[src/rtl/alu_ctrl_pkg.sv]
// Shared constants for the RV32I ALU control decoder and its pipeline.
// Codes are 5 bits wide so the optional M-extension codes fit.
package alu_ctrl_pkg;

  localparam int unsigned ALU_CODE_W = 5;

  localparam logic [1:0] ALU_OP_MEM    = 2'b00;
  localparam logic [1:0] ALU_OP_BRANCH = 2'b01;
  localparam logic [1:0] ALU_OP_RTYPE  = 2'b10;
  localparam logic [1:0] ALU_OP_ITYPE  = 2'b11;

  localparam logic [ALU_CODE_W-1:0] ALU_AND    = 5'b00000;
  localparam logic [ALU_CODE_W-1:0] ALU_OR     = 5'b00001;
  localparam logic [ALU_CODE_W-1:0] ALU_ADD    = 5'b00010;
  localparam logic [ALU_CODE_W-1:0] ALU_SLL    = 5'b00011;
  localparam logic [ALU_CODE_W-1:0] ALU_XOR    = 5'b00100;
  localparam logic [ALU_CODE_W-1:0] ALU_SRL    = 5'b00101;
  localparam logic [ALU_CODE_W-1:0] ALU_SUB    = 5'b00110;
  localparam logic [ALU_CODE_W-1:0] ALU_SLT    = 5'b00111;
  localparam logic [ALU_CODE_W-1:0] ALU_SLTU   = 5'b01000;
  localparam logic [ALU_CODE_W-1:0] ALU_SRA    = 5'b01001;
  localparam logic [ALU_CODE_W-1:0] ALU_MUL    = 5'b10000;
  localparam logic [ALU_CODE_W-1:0] ALU_MULH   = 5'b10001;
  localparam logic [ALU_CODE_W-1:0] ALU_MULHSU = 5'b10010;
  localparam logic [ALU_CODE_W-1:0] ALU_MULHU  = 5'b10011;
  localparam logic [ALU_CODE_W-1:0] ALU_DIV    = 5'b10100;
  localparam logic [ALU_CODE_W-1:0] ALU_DIVU   = 5'b10101;
  localparam logic [ALU_CODE_W-1:0] ALU_REM    = 5'b10110;
  localparam logic [ALU_CODE_W-1:0] ALU_REMU   = 5'b10111;

  localparam logic [6:0] FUNC7_BASE = 7'b0000000;
  localparam logic [6:0] FUNC7_ALT  = 7'b0100000;
  localparam logic [6:0] FUNC7_MEXT = 7'b0000001;

  // The func7=0000000 R-type row, also used by I-type ALU ops.
  function automatic logic [ALU_CODE_W-1:0] base_row(input logic [2:0] func3);
    logic [ALU_CODE_W-1:0] code;
    code = ALU_ADD;
    case (func3)
      3'b000:  code = ALU_ADD;
      3'b001:  code = ALU_SLL;
      3'b010:  code = ALU_SLT;
      3'b011:  code = ALU_SLTU;
      3'b100:  code = ALU_XOR;
      3'b101:  code = ALU_SRL;
      3'b110:  code = ALU_OR;
      default: code = ALU_AND;
    endcase
    return code;
  endfunction

endpackage

[src/rtl/alu_ctrl_decode.sv]
// Combinational {alu_op, func7, func3} -> {ALU code, illegal} decoder.
// Define RV_M_EXT_EN to decode func7=0000001 R-type ops as M-extension codes.
module alu_ctrl_decode
  import alu_ctrl_pkg::*;
(
  input  logic [1:0]            alu_op_i,
  input  logic [6:0]            func7_i,
  input  logic [2:0]            func3_i,
  output logic [ALU_CODE_W-1:0] ctrl_o,
  output logic                  illegal_o
);

  always_comb begin
    // NOTE: defaults first so every path assigns both outputs and no latch is inferred.
    ctrl_o    = ALU_ADD;
    illegal_o = 1'b0;
    case (alu_op_i)
      ALU_OP_MEM: ctrl_o = ALU_ADD;
      ALU_OP_BRANCH: begin
        case (func3_i)
          3'b000, 3'b001: ctrl_o = ALU_SUB;
          3'b100, 3'b101: ctrl_o = ALU_SLT;
          3'b110, 3'b111: ctrl_o = ALU_SLTU;
          default:        illegal_o = 1'b1;
        endcase
      end
      ALU_OP_RTYPE: begin
        if (func7_i == FUNC7_BASE) begin
          ctrl_o = base_row(func3_i);
        end else if (func7_i == FUNC7_ALT && func3_i == 3'b000) begin
          ctrl_o = ALU_SUB;
        end else if (func7_i == FUNC7_ALT && func3_i == 3'b101) begin
          ctrl_o = ALU_SRA;
`ifdef RV_M_EXT_EN
        end else if (func7_i == FUNC7_MEXT) begin
          ctrl_o = {2'b10, func3_i};
`endif
        end else begin
          illegal_o = 1'b1;
        end
      end
      default: begin
        // I-type: func7 carries immediate bits except for the shift forms.
        if (func3_i == 3'b001) begin
          if (func7_i == FUNC7_BASE) ctrl_o = ALU_SLL;
          else                       illegal_o = 1'b1;
        end else if (func3_i == 3'b101) begin
          if (func7_i == FUNC7_BASE)     ctrl_o = ALU_SRL;
          else if (func7_i == FUNC7_ALT) ctrl_o = ALU_SRA;
          else                           illegal_o = 1'b1;
        end else begin
          ctrl_o = base_row(func3_i);
        end
      end
    endcase
  end

endmodule

[src/rtl/alu_control_pipe.sv]
// Pipelined ALU control decoder: decode, then STAGES elastic valid/ready registers.
// RV_M_EXT_EN enables M-extension decode and requires CTRL_W >= 5.
module alu_control_pipe
  import alu_ctrl_pkg::*;
#(
  parameter int unsigned STAGES = 1,
  parameter int unsigned CTRL_W = 4,
  parameter int unsigned CNT_W  = 16
) (
  input  logic              clk,
  input  logic              rst,
  input  logic              in_valid,
  output logic              in_ready,
  input  logic [1:0]        alu_op,
  input  logic [6:0]        func7,
  input  logic [2:0]        func3,
  input  logic              flush,
  output logic              out_valid,
  input  logic              out_ready,
  output logic [CTRL_W-1:0] alu_ctrl,
  output logic              illegal,
  output logic [CNT_W-1:0]  illegal_cnt
);

  if (STAGES < 1 || STAGES > 4) begin : g_bad_stages
    $error("alu_control_pipe: STAGES must be 1..4");
  end
`ifdef RV_M_EXT_EN
  if (CTRL_W < 5) begin : g_bad_ctrl_w
    $error("alu_control_pipe: CTRL_W must be >= 5 when RV_M_EXT_EN is defined");
  end
`endif

  logic [ALU_CODE_W-1:0] dec_code;
  logic                  dec_ill;
  logic [CTRL_W-1:0]     dec_ctrl;

  alu_ctrl_decode u_decode (
    .alu_op_i  (alu_op),
    .func7_i   (func7),
    .func3_i   (func3),
    .ctrl_o    (dec_code),
    .illegal_o (dec_ill)
  );

  assign dec_ctrl = CTRL_W'(dec_code);

  logic [STAGES-1:0] vld;
  logic [STAGES-1:0] ld;
  logic [STAGES-1:0] ill_s;
  logic [CTRL_W-1:0] ctrl_s [STAGES];

  // A stage can load if it, or any stage after it, is empty (bubbles collapse).
  always_comb begin
    ld             = '0;
    ld[STAGES-1]   = !vld[STAGES-1] || out_ready;
    for (int k = int'(STAGES) - 2; k >= 0; k--) begin
      ld[k] = !vld[k] || ld[k+1];
    end
  end

  for (genvar k = 0; k < STAGES; k++) begin : g_stage
    logic              v_in;
    logic              ill_in;
    logic [CTRL_W-1:0] c_in;
    logic              valid_q;
    logic              valid_d;
    logic              ill_q;
    logic [CTRL_W-1:0] ctrl_q;

    if (k == 0) begin : g_head
      assign v_in   = in_valid;
      assign c_in   = dec_ctrl;
      assign ill_in = dec_ill;
    end else begin : g_body
      assign v_in   = vld[k-1];
      assign c_in   = ctrl_s[k-1];
      assign ill_in = ill_s[k-1];
    end

    assign valid_d = flush ? 1'b0 : (ld[k] ? v_in : valid_q);

    // NOTE: data registers are reset too, so alu_ctrl/illegal read zero out of reset.
    always_ff @(posedge clk or posedge rst) begin
      if (rst) begin
        valid_q <= 1'b0;
        ctrl_q  <= '0;
        ill_q   <= 1'b0;
      end else begin
        // NOTE: non-blocking assignments keep every stage sampling pre-edge values.
        valid_q <= valid_d;
        if (ld[k] && v_in) begin
          ctrl_q <= c_in;
          ill_q  <= ill_in;
        end
      end
    end

    assign vld[k]    = valid_q;
    assign ctrl_s[k] = ctrl_q;
    assign ill_s[k]  = ill_q;
  end

  assign in_ready  = ld[0];
  assign out_valid = vld[STAGES-1];
  assign alu_ctrl  = ctrl_s[STAGES-1];
  assign illegal   = ill_s[STAGES-1];

  logic [CNT_W-1:0] cnt_q;
  logic [CNT_W-1:0] cnt_d;

  always_comb begin
    cnt_d = cnt_q;
    if (out_valid && out_ready && illegal && cnt_q != '1) begin
      cnt_d = cnt_q + 1'b1;
    end
  end

  always_ff @(posedge clk or posedge rst) begin
    if (rst) cnt_q <= '0;
    else     cnt_q <= cnt_d;
  end

  assign illegal_cnt = cnt_q;

endmodule

[config.mk]
export PLATFORM = sky130hd
export DESIGN_NAME = alu_control_pipe
export DESIGN_NICKNAME = d
export VERILOG_FILES = /design/src/rtl/alu_ctrl_pkg.sv /design/src/rtl/alu_ctrl_decode.sv /design/src/rtl/alu_control_pipe.sv
export SDC_FILE = /design/constraint.sdc
export NUM_CORES = 1
export LEC_CHECK = 0
export ABC_AREA = 1
export CORE_MARGIN = 2
export CORE_UTILIZATION = 44
export DETAILED_ROUTE_END_ITERATION = 16
export PLACE_DENSITY = 0.76
export SLEW_MARGIN = 20
export SYNTH_ARGS = -nofsm -noshare
export SYNTH_HDL_FRONTEND = slang
export SYNTH_SLANG_ARGS = --single-unit
[constraint.sdc]
create_clock -name clk -period 1.32 [get_ports clk]
set_input_delay 0.396 -clock clk [delete_from_list [all_inputs] [get_ports clk]]
set_output_delay 0.396 -clock clk [all_outputs]
set_load 0.005 [all_outputs]
## Word-level counts from Yosys, hierarchy flattened

Index checks and enable logic that the tools add are counted.

| word-level totals | value |
|---|---|
| memories | 0 |
| ROM bits | 0 |
| flip-flop bits (word level) | 22 |
| word-level logic and storage cells | 56 |
| memory bits (writable) | 0 |
| bits in latches | 0 |

| operators by class | value |
|---|---|
| reduce and logical (&&, ||, !) cells | 16 |
| mux-type cells | 24 |
| divide/modulo/power cells | 0 |
| add/sub/neg operators | 1 |
| shifts and indexed selects | 0 |
| eq/ne operators | 11 |
| order comparisons | 0 |
| multiply operators | 0 |
| bitwise operators | 0 |

Operators with widths:

| kind | count |
|---|---|
| $mux W4 | 7 |
| $pmux W4 S7 | 1 |
| $pmux W4 S3 | 2 |
| $pmux W4 S5 | 1 |
| $add A16 B1 Y16 const B | 1 |
| $ne A16 B16 Y1 const B | 1 |
| $eq A3 B3 Y1 const B | 4 |
| $mux W1 | 12 |
| $eq A7 B6 Y1 const B | 1 |
| $logic_not A7 Y1 | 1 |
| $eq A3 B2 Y1 const B | 2 |
| $logic_and A1 B1 Y1 | 6 |
| $reduce_or A2 Y1 | 3 |
| $reduce_or A6 Y1 | 1 |
| $eq A3 B1 Y1 const B | 1 |
| $logic_not A3 Y1 | 1 |
| $pmux W1 S3 | 1 |
| $eq A2 B1 Y1 const B | 1 |
| $eq A2 B2 Y1 const B | 1 |
| $logic_not A2 Y1 | 1 |
| $reduce_bool A2 Y1 | 1 |
| $logic_not A1 Y1 | 1 |
| $logic_or A1 B1 Y1 | 1 |

## Longest topological paths before layout

| depth | value |
|---|---|
| depth after elaboration | 6 |
| gate-level depth with buffers | 9 |

## Hierarchy

From an unflattened synthesis, not the netlist that was laid out.

| unflattened totals | value |
|---|---|
| cells, all modules | 262 |
| area total of the unflattened synthesis | 1769.2 sq um |

Modules (own cells, without submodules):

| module | area an instance (sq um) | seq. area each (sq um) | cells each | times used |
|---|---|---|---|---|
| alu_control_pipe | 1267.5 | 550.5 | 164 | 1 |
| alu_ctrl_decode | 501.7 | 0.0 | 98 | 1 |

## Worst setup path after synthesis

Ideal clock, no wire load.

| timing path | value |
|---|---|
| path type | register to register |
| from | reg cnt_q[0] (netlist: illegal_cnt[0]) |
| to | reg cnt_q[14] (netlist: illegal_cnt[14]) |
| data required time | 1.204 ns |
| arrival | 1.369 ns |
| stages on the path, launching flop included | 10 |
| period minus slack after synthesis | 1.485 ns |
| setup slack | -0.165 ns |
| library setup time | 0.116 ns |
| cells stage by stage | dfrtp_1 -> ha_1 -> nand3_2 -> nor2_4 -> nand3_2 -> nand2_4 -> inv_4 -> buf_6 -> nand2_1 -> nand2_1 |

| between the ends | value |
|---|---|
| word-level cells in the longest chain between the ends | 2 |
| elaborated cells between the ends (all ways) | 3 |
| those cells by class | add/sub: 1; eq/ne: 1; reduce/logical: 1 |

Ends and longest elaborated chain:

| element | RTL line | RTL |
|---|---|---|
| start: declaration | alu_control_pipe.sv:109 | `logic [CNT_W-1:0] cnt_q;` |
| start signal: assignment | alu_control_pipe.sv:121 | `else cnt_q <= cnt_d;` |
| branches (longest 2 deep; another with $add A16 B1 Y16) | n/a |  |

Parallel ways; which one is timed is not known.
A chain may end at the register's enable or synchronous reset.

## Worst setup path after layout

| timing path | value |
|---|---|
| from | reg cnt_q[1] (netlist: illegal_cnt[1]) |
| to | reg cnt_q[6] (netlist: illegal_cnt[6]) |

Same word-level chain as after synthesis.

==> reports/metrics.cfg <==
[hold_path]
hp-class=primary input to asynchronous set/reset pin

[yosys]
synth_flop_cell=dfrtp_1
synth_most_common_cell=nand2_1
yosys.area_share.simple=0.4518
yosys.area_share.adder=0.008039
synth_seq_area_share=0.3537
synth_cell_types=23
syn_avg_cell_area_um2=6.513
yosysTopAreaCellShare=0.3537
yosysTopAreaCell=dfrtp_1
synth_top_family_by_area=simple AND/OR/NAND/NOR gates
yosys_register_bits=22
synth-edff-count=0
synth_nets=257
synthTopCellsByCount=nand2_1, nor2_1, inv_1, dfrtp_1, nand3_1
synthCells=239
ys_warn_count=0
synth-xor-area-share=0.06190
synth_mux_area_frac=0
syn_area_um2=1556
synth_compound_area_frac=0.04823
yosys-top-cells-area=dfrtp_1, nand2_1, nor2_1, nand3_1, inv_1
async_flop_share=1.000

[floorplan]
die_w_um=63.48
core_um2=3363
dieArea_um2=4029
start_util=0.4628
die_h_um=63.48
top_level_ports=40
rows=21

[global_route]
grt_usage=0.2690
first_global_vias=1887
grt_max_degree=23
grt_pass1_wl_mm=8.590
antenna_found_initial=0
grt.overflow.total=0

[cts]
path_clk_slew_ns=0.14
clk_latency_ns=0.33
clk_path_buf_depth=2
clock-root-buffer=clkbuf_4
cts_max_level=1
cts_tree=yes
cts.sinks=22
cts-buffers-inserted=3

[timing]
maxSlewHeadroom=0.8313
finalClockSkew_ns=0.01543
rsz0062_at_grt=true
holdWs_ns=0.3581
setup_tns_ns=-2.187
hold_violations=0
finalMaxSlewViolations=0
min_period_ns=1.479
setup_violations=20
tightest_slew_ns=0.2522
min_period_over_period=1.120
max_freq_ghz=0.6761
setup_slack_ns=-0.1590

[layout]
fillers=232
layout.nets=370
syn2layout_area_growth_pct=76.21
fin_util=0.8155
layout-drive-gt1-share=0.4217
postLayoutCellArea_um2=2743
n_antenna_cell=0

[critical_path]
startpoint=illegal_cnt[1]$_DFFE_PP0P_
cp_max_fo=3
crit_arrival_ns=1.72
critPathLaunchType=flip-flop
cp.required_ns=1.56
critPathKind=flip-flop to flip-flop
end_kind=flip-flop
r2r-start=illegal_cnt[1]$_DFFE_PP0P_

[flow_run]
maxCapViolations=0

[route]
initialDrtViolationCount=153
post_drt_via_cell_ratio=5.055
post_drt_wl_per_cell_um=13.69
dr.pass1.iters=5
vias=2007
totalWireLength_mm=5.436
drc_errors=0
ant_nets=0

[placement]
gp_congestion=0.8885
hpwl_mm=3.328
placed_area_um2=2345
io_buffers=39

[power_and_ir_drop]
power_mw=2.377
power.leakage_nw=1.516
powerDensity_nw_per_um2=866.5
irDropWorstVdd_uv=648.7

[outcome]
status=complete, but fails checks
violations=setup timing

## cells by family (layout without fill, tap and decap cells)
logic type | Yosys count | count (layout)
AND/OR/NAND/NOR | 163 | 164
buffers and inverters | 27 | 138
flip-flops | 22 | 22
AO/OA/AOI/OAI | 15 | 15
XOR/XNOR | 11 | 11
adder cells (fa/ha/maj) | 1 | 1
## per-stage QoR
stage / cells / worst slack (ns)
after floorplan: 239 / -0.03232
after global placement: 364 / -0.5846
after detailed placement: 364 / -0.5719
after CTS: 392 / -0.1091
after global routing: 397 / -0.2222
final: 397 / -0.1590
## timing repair
item | in CTS | in global routing
gates resized for setup | 120 | 45
setup endpoints to repair | 42 | 30
buffers inserted | 23 | 5
hold buffers | 0 | 0
cloned | 1 | 0
pin swaps | 7 | 17
## worst max-delay path, stage by stage, from the launching register on
cell     delay, ns
dfrtp_2       0.43
buf_4         0.15
ha_4          0.16
buf_6         0.12
nor3b_4       0.15
buf_4         0.13
xor2_1        0.13
nand2_1       0.06
nand2_1       0.05
## flip-flops by register name (all words and copies together) (netlist names)
signal / cells
alu_ctrl: 4
illegal_cnt: 16
illegal: 1
out_valid: 1
## final timing paths
path                                          endpoint  slack [ns]  depth (start not counted)
setup / recovery            illegal_cnt[6]$_DFFE_PP0P_       -0.16                          8
hold / removal              illegal_cnt[0]$_DFFE_PP0P_        0.36                          3
setup reg to reg            illegal_cnt[6]$_DFFE_PP0P_       -0.16                          8
hold reg to reg                alu_ctrl[2]$_DFFE_PP0P_        0.56                          2
max in group asynchronous  illegal_cnt[15]$_DFFE_PP0P_        0.81                          3
min in group clk               alu_ctrl[1]$_DFFE_PP0P_        0.55                          5
## per-layer routing
metal,part of all wire,vias to the layer above,GRT usage
li1,-,973,-
met1,0.43,951,0.3398
met2,0.50,77,0.4645
met3,0.051,6,0.02679
met4,0.013,0,0.1168
met5,0,-,0
## cell type report
class                           count  area (um^2)  share of cell area
Sequential cell                    22        555.5              0.2026
Tap cell                           46        57.56             0.02099
Clock buffer                        3        22.52            0.008212
Multi-Input combinational cell    191         1087              0.3964
Clock inverter                      1        30.03             0.01095
Timing Repair Buffer              109        888.4              0.3239
Inverter                           25        101.3             0.03695
## cell usage in the layout (no fill, tap or decap), types with 3 or more instances in the layout
master / netlist / routed
a21oi_1: 7 / 4
a21oi_2: 0 / 3
buf_12: 0 / 3
buf_2: 0 / 19
buf_4: 0 / 62
buf_6: 2 / 7
clkbuf_4: 0 / 3
clkdlybuf4s50_1: 0 / 4
dfrtp_1: 22 / 18
dfrtp_2: 0 / 4
dlygate4sd2_1: 0 / 3
dlymetal6s2s_1: 0 / 9
inv_1: 24 / 20
inv_2: 0 / 4
nand2_1: 89 / 78
nand2_2: 0 / 11
nand3_1: 20 / 18
nor2_1: 39 / 27
nor2_2: 0 / 6
nor2_4: 1 / 7
o21ai_0: 8 / 4
xnor2_1: 7 / 6
xor2_1: 4 / 4
## power by group
part / internal, mW / switching (mW)
Clock: 0.308 / 0.231
Combinational: 0.579 / 0.453
Sequential: 0.758 / 0.0475
No activity file was read; power rests on OpenSTA's default activity.
==> RTL edit 1: new RTL, config.mk and constraints unchanged <==
Put one more register stage on the output `illegal_cnt`, cleared by the reset. The value now appears one clock later. The other outputs are not delayed to match.
--- a/src/rtl/alu_control_pipe.sv
+++ b/src/rtl/alu_control_pipe.sv
@@ -121,7 +121,13 @@
     else     cnt_q <= cnt_d;
   end
 
-  assign illegal_cnt = cnt_q;
+  always_ff @(posedge clk or posedge rst) begin
+    if (rst) begin
+      illegal_cnt <= '0;
+    end else begin
+      illegal_cnt <= cnt_q;
+    end
+  end
 
 endmodule
 
Check against the original RTL: not equivalent (a bounded check fails within 4 cycles, from zero or initial values and one cycle with rst high).
==> RTL edit 1 against the original RTL <==
The flow still finishes with violations (negative setup slack). Non-clock buffer count shrank 15. Sequential share of layout area rose by 9.6 points. Design area up 16%. Worst setup slack worse by 0.020 ns. Synthesized cell count grew 3.8%. Power up 53%. Routed wire length shrank 1.5%. Global-route usage shrank 5.5 points. Area after synthesis rose by 27%. Count of clock-buffer cells in the layout rose by 3. First-iteration DRC count is 3.9% lower. Sequential cell count rose by 16. Largest power group is now sequential cells. Highest routed layer unchanged.
==> RTL edit 1: results (changes against the original RTL) <==
metric,value,unit,change
status,"complete, but fails checks",,
failing checks,negative setup slack,,
gpl congestion,0.927,,+4.3%
top post-synthesis cells by count,"nand2_1 (67), nor2_1 (39), dfrtp_1 (38)",,
post-detail-place hpwl,3480,um,+4.6%
worst-case clock buffer depth,2,,unchanged
critical path peak fanout,7,,+4
Synth Area in XOR/XNOR,4.42,%,-1.8 points
syn_nets,266,,+3.5%
clock skew,0.00274,ns,-0.0127 ns
highest-delay cell along the critical path,dfrtp_1,,
drt pass-1 iters,4,,-1
clock-pin slew on the worst setup and hold paths,0.07,ns,-0.07 ns
"CP delay by family, top",simple AND/OR/NAND/NOR gates,,
Hold Slack,0.464,ns,+0.106 ns
worst r2r path cells,9,,+1
reg-to-reg startpoint,cnt_q[0],,
Adder-Cell Fraction of Synth Area,0.632,%,-0.17 points
number of global-route vias before repair,1970,,+4.4%
area post-placement,2780,um^2,+18%
"Seq/Total Area, Yosys",48.0,%,+13 points
leakage power total,0.00170,uW,+12%
distinct cell type count after synthesis,25,,+8.7%
layout cells sized above 1,37.2,%,-5.0 points
Synth Area in Compound Gates,7.08,%,+2.3 points
Wirelength per Cell,13.5,um,-1.2%
initial antenna violation count,0,,unchanged
H-Tree Depth,2,,+1
Detailed Route WL,5360,um,-1.5%
DR iter-0 viols,147,,-3.9%
CTS Buf Count,5,,+2
Avg Inst Size Synth,7.99,um^2,+23%
Clock Latency Late Sink,0.29,ns,-0.04 ns
first-pass GRT wire length,8490,um,-1.2%
placed cell count,378,,+3.8%
delay of the slowest critical-path stage,0.40,ns,-0.03 ns
vias per inst,5.08,,+0.50%
slew margin rel.,78.0,%,-5.2 points
largest net degree at the start of global routing,39,,+70%
setup violators final,17,,-15%
reg2reg end,cnt_q[2],,
nets,363,,-1.9%
crit path DAT,1.67,ns,-0.05 ns
worst vdd ir,0.000447,V,-31%
fin worst setup slack,-0.179,ns,-0.0201 ns
clk root buf,clkbuf_8,,
## RTL edit 1: cell count changes after synthesis, sizes merged, moves of 3 or more
cell,delta
dfrtp,+16
nand2,-14
o21ai,+6
nand3,-5
xnor2,-4
xor2,+3
## RTL edit 1: layout make-up
type	instances	area, um^2
fillers	310	1170
well taps	52	65.1
multi-input cells	179	1120
clock buffers	6	82.6
flip-flops and latches	38	951
inverters	27	109
repair buffers	94	858
## RTL edit 1: stage by stage
stage	setup TNS [ns]	setup slack, ns	utilization, %	total power [uW]
6_report	-2.32	-0.179	73.1	3630
2_1_floorplan	-0.740	-0.0681	-	2010
3_3_place_gp	-7.51	-0.535	63.8	2630
4_1_cts	-1.98	-0.168	70.9	3570
3_5_place_dp	-8.18	-0.558	63.8	2680
5_1_grt	-3.44	-0.253	73.1	3820
## RTL edit 1: worst max-delay path by stage
stage	startpoint	to	slack (ns)	cells after the start
detailed placement	out_ready	in_ready	-0.56	4
floorplan	cnt_q[0]	cnt_q[2]	-0.07	9
global placement	out_ready	in_ready	-0.54	4
global route	cnt_q[0]	cnt_q[2]	-0.25	9
finish	cnt_q[0]	cnt_q[2]	-0.18	9
CTS	cnt_q[0]	cnt_q[2]	-0.17	9
## RTL edit 1: cells by family (layout without fill, tap and decap cells)
group           after synthesis  in the layout
simple gates                145            145
flops                        38             38
buf+inv                      31            127
compound gates               23             23
xor+xnor                     10             10
fa+ha+maj                     1              1
## RTL edit 1: power by group
part / internal (uW) / switching (uW) / total, uW
Clock: 403 / 382 / 785
Sequential: 1400 / 147 / 1550
Combinational: 690 / 599 / 1290
Total: 2500 / 1130 / 3630
## RTL edit 1: what timing repair did
item | CTS | global route
gates cloned | 1 | 0
hold buffers | 0 | 0
hold endpoints to repair | 0 | 0
gates resized for setup | 90 | 42
buffers inserted | 10 | 3
pin swaps | 16 | 18
setup endpoints to repair | 44 | 33
## RTL edit 1: per-layer routing
layer / routed length, um / GRT usage [%]
met1: 2080 / 24.3
met2: 2790 / 39.5
met3: 307 / 3.42
met4: 171 / 9.01
met5: 0 / 0
## RTL edit 1: worst reg2reg max path, stage by stage, from the launching register on
cell and delay [ns]:
dfrtp_1 0.40, ha_4 0.17, nand3_4 0.09, nor3_4 0.16, nand3_2 0.11, nand2_4 0.13, inv_6 0.06, buf_12 0.14
nand3b_1 0.07, nand2_1 0.06
==> RTL edit 2: new RTL, same flow settings <==
Made on the original files. The parameter `STAGES` goes from 1 to 2.
--- a/src/rtl/alu_control_pipe.sv
+++ b/src/rtl/alu_control_pipe.sv
@@ -3,7 +3,7 @@
 module alu_control_pipe
   import alu_ctrl_pkg::*;
 #(
-  parameter int unsigned STAGES = 1,
+  parameter int unsigned STAGES = 2,
   parameter int unsigned CTRL_W = 4,
   parameter int unsigned CNT_W  = 16
 ) (
Function: changed (Yosys sat finds a counterexample within 4 cycles, from zero or initial values and one cycle with rst high).
==> RTL edit 2 against the original RTL <==
The flow still finishes with violations (negative setup slack). Non-clock buffer count decreased by 5. Sequential cell count increased by 6. Design area increased by 13%. Routed wire length rose by 9.4%. Power up 51%. Critical path type unchanged. Synthesized cell count is 8.8% higher. Worst setup slack worse by 0.11 ns. Critical path depth grew 2. Area after synthesis grew 13%. Combinational power is 82% higher.
==> RTL edit 2: results (changes against the original RTL) <==
metric,value,unit,change
GR Layer Usage met3,4.83,%,+2.2 points
post_cts resized,119,,-0.83%
post-detail-place hpwl,3470,um,+4.1%
DR WL met2,3120,um,+14%
fill cell count,258,,+11%
fin worst setup slack,-0.265,ns,-0.106 ns
Synth area leaders,"dfrtp_1 (40%), nand2_1 (19%), inv_1 (6.8%)",,
DR iter-0 viols,249,,+63%
highest-delay cell along the critical path,dfrtp_1,,
met1 WL,2260,um,-4.4%
layout cells sized above 1,39.5,%,-2.7 points
number of global-route vias before repair,2083,,+10%
mux cell area share after synthesis,1.28,%,+1.3 points
setup violators final,20,,unchanged
area of the multi-input gates,1160,um^2,+7.0%
non-clock buffer contribution to total cell area,30.1,%,-2.3 points
top post-synthesis cells by count,"nand2_1 (91), inv_1 (32), dfrtp_1 (28)",,
first-pass GRT wire length,9080,um,+5.7%
failing checks,negative setup slack,,
worst vdd ir,0.000670,V,+3.4%
Psw,1290,uW,+76%
Gate power share,52.2,%,+8.8 points
bufs w/o clock,104,,-4.6%
placed cell count,384,,+5.5%
Adder-Cell Fraction of Synth Area,0.709,%,-0.095 points
Synth Area in XOR/XNOR,2.98,%,-3.2 points
combinational gate power,1870,uW,+82%
status,"complete, but fails checks",,
Clock Latency Late Sink,0.28,ns,-0.05 ns
clock-pin slew on the worst setup and hold paths,0.10,ns,-0.04 ns
Synth Area in Compound Gates,8.51,%,+3.7 points
die area,4530,um^2,+12%
leakage power total,0.00155,uW,+2.2%
Detailed Route WL,5950,um,+9.4%
nets,389,,+5.1%
clk root buf,clkbuf_8,,
Total GRT Usage,26.7,%,-0.25 points
clock buffers,4,,+1
"Seq/Total Area, Yosys",39.7,%,+4.3 points
via count,2208,,+10%
met1 GRT Util,30.8,%,-3.1 points
synthesis-stage register bit count,28,,+27%
syn_nets,278,,+8.2%
delay of the slowest critical-path stage,0.40,ns,-0.03 ns
met3 WL,363,um,+32%
sequential standard cell area,702,um^2,+26%
"CP delay by family, top",simple AND/OR/NAND/NOR gates,,
crit path DAT,1.76,ns,+0.04 ns
Flop pwr share,32.3,%,-1.6 points
largest net degree at the start of global routing,29,,+26%
slew margin rel.,77.8,%,-5.3 points
H-Tree Depth,1,,unchanged
clock-cell share of area,1.77,%,-0.14 points
comb_multi_in,193,,+1.0%
"Inverters, non-clock",41,,+64%
grt met2 use,45.8,%,-0.66 points
Avg Inst Size Synth,6.79,um^2,+4.2%
clock skew,0.00616,ns,-0.00926 ns
-- RTL edit 2: through the flow --
stage	hold slack, ns	setup TNS, ns	instance area [um^2]	setup slack, ns	utilization (%)
2_1_floorplan	0.445	-1.06	1790	-0.0949	-
3_3_place_gp	0.463	-10.81	2520	-0.602	63.9
3_5_place_dp	0.466	-11.42	2520	-0.597	63.9
4_1_cts	0.454	-1.50	2950	-0.126	74.8
5_1_grt	0.474	-5.11	3110	-0.371	78.8
6_report	0.434	-3.49	3110	-0.265	78.8
-- RTL edit 2: final timing paths --
kind,from,slack (ns),end,cells after the start
setup / recovery,illegal_cnt[5],-0.27,illegal_cnt[5],10
hold / removal,rst,0.43,illegal_cnt[2],3
setup reg to reg,illegal_cnt[5],-0.27,illegal_cnt[5],10
hold reg to reg,g_stage[0].ill_q,0.49,g_stage[0].ill_q,2
max in group asynchronous,rst,0.72,illegal_cnt[0],3
min in group clk,g_stage[0].ill_q,0.49,g_stage[0].ill_q,2
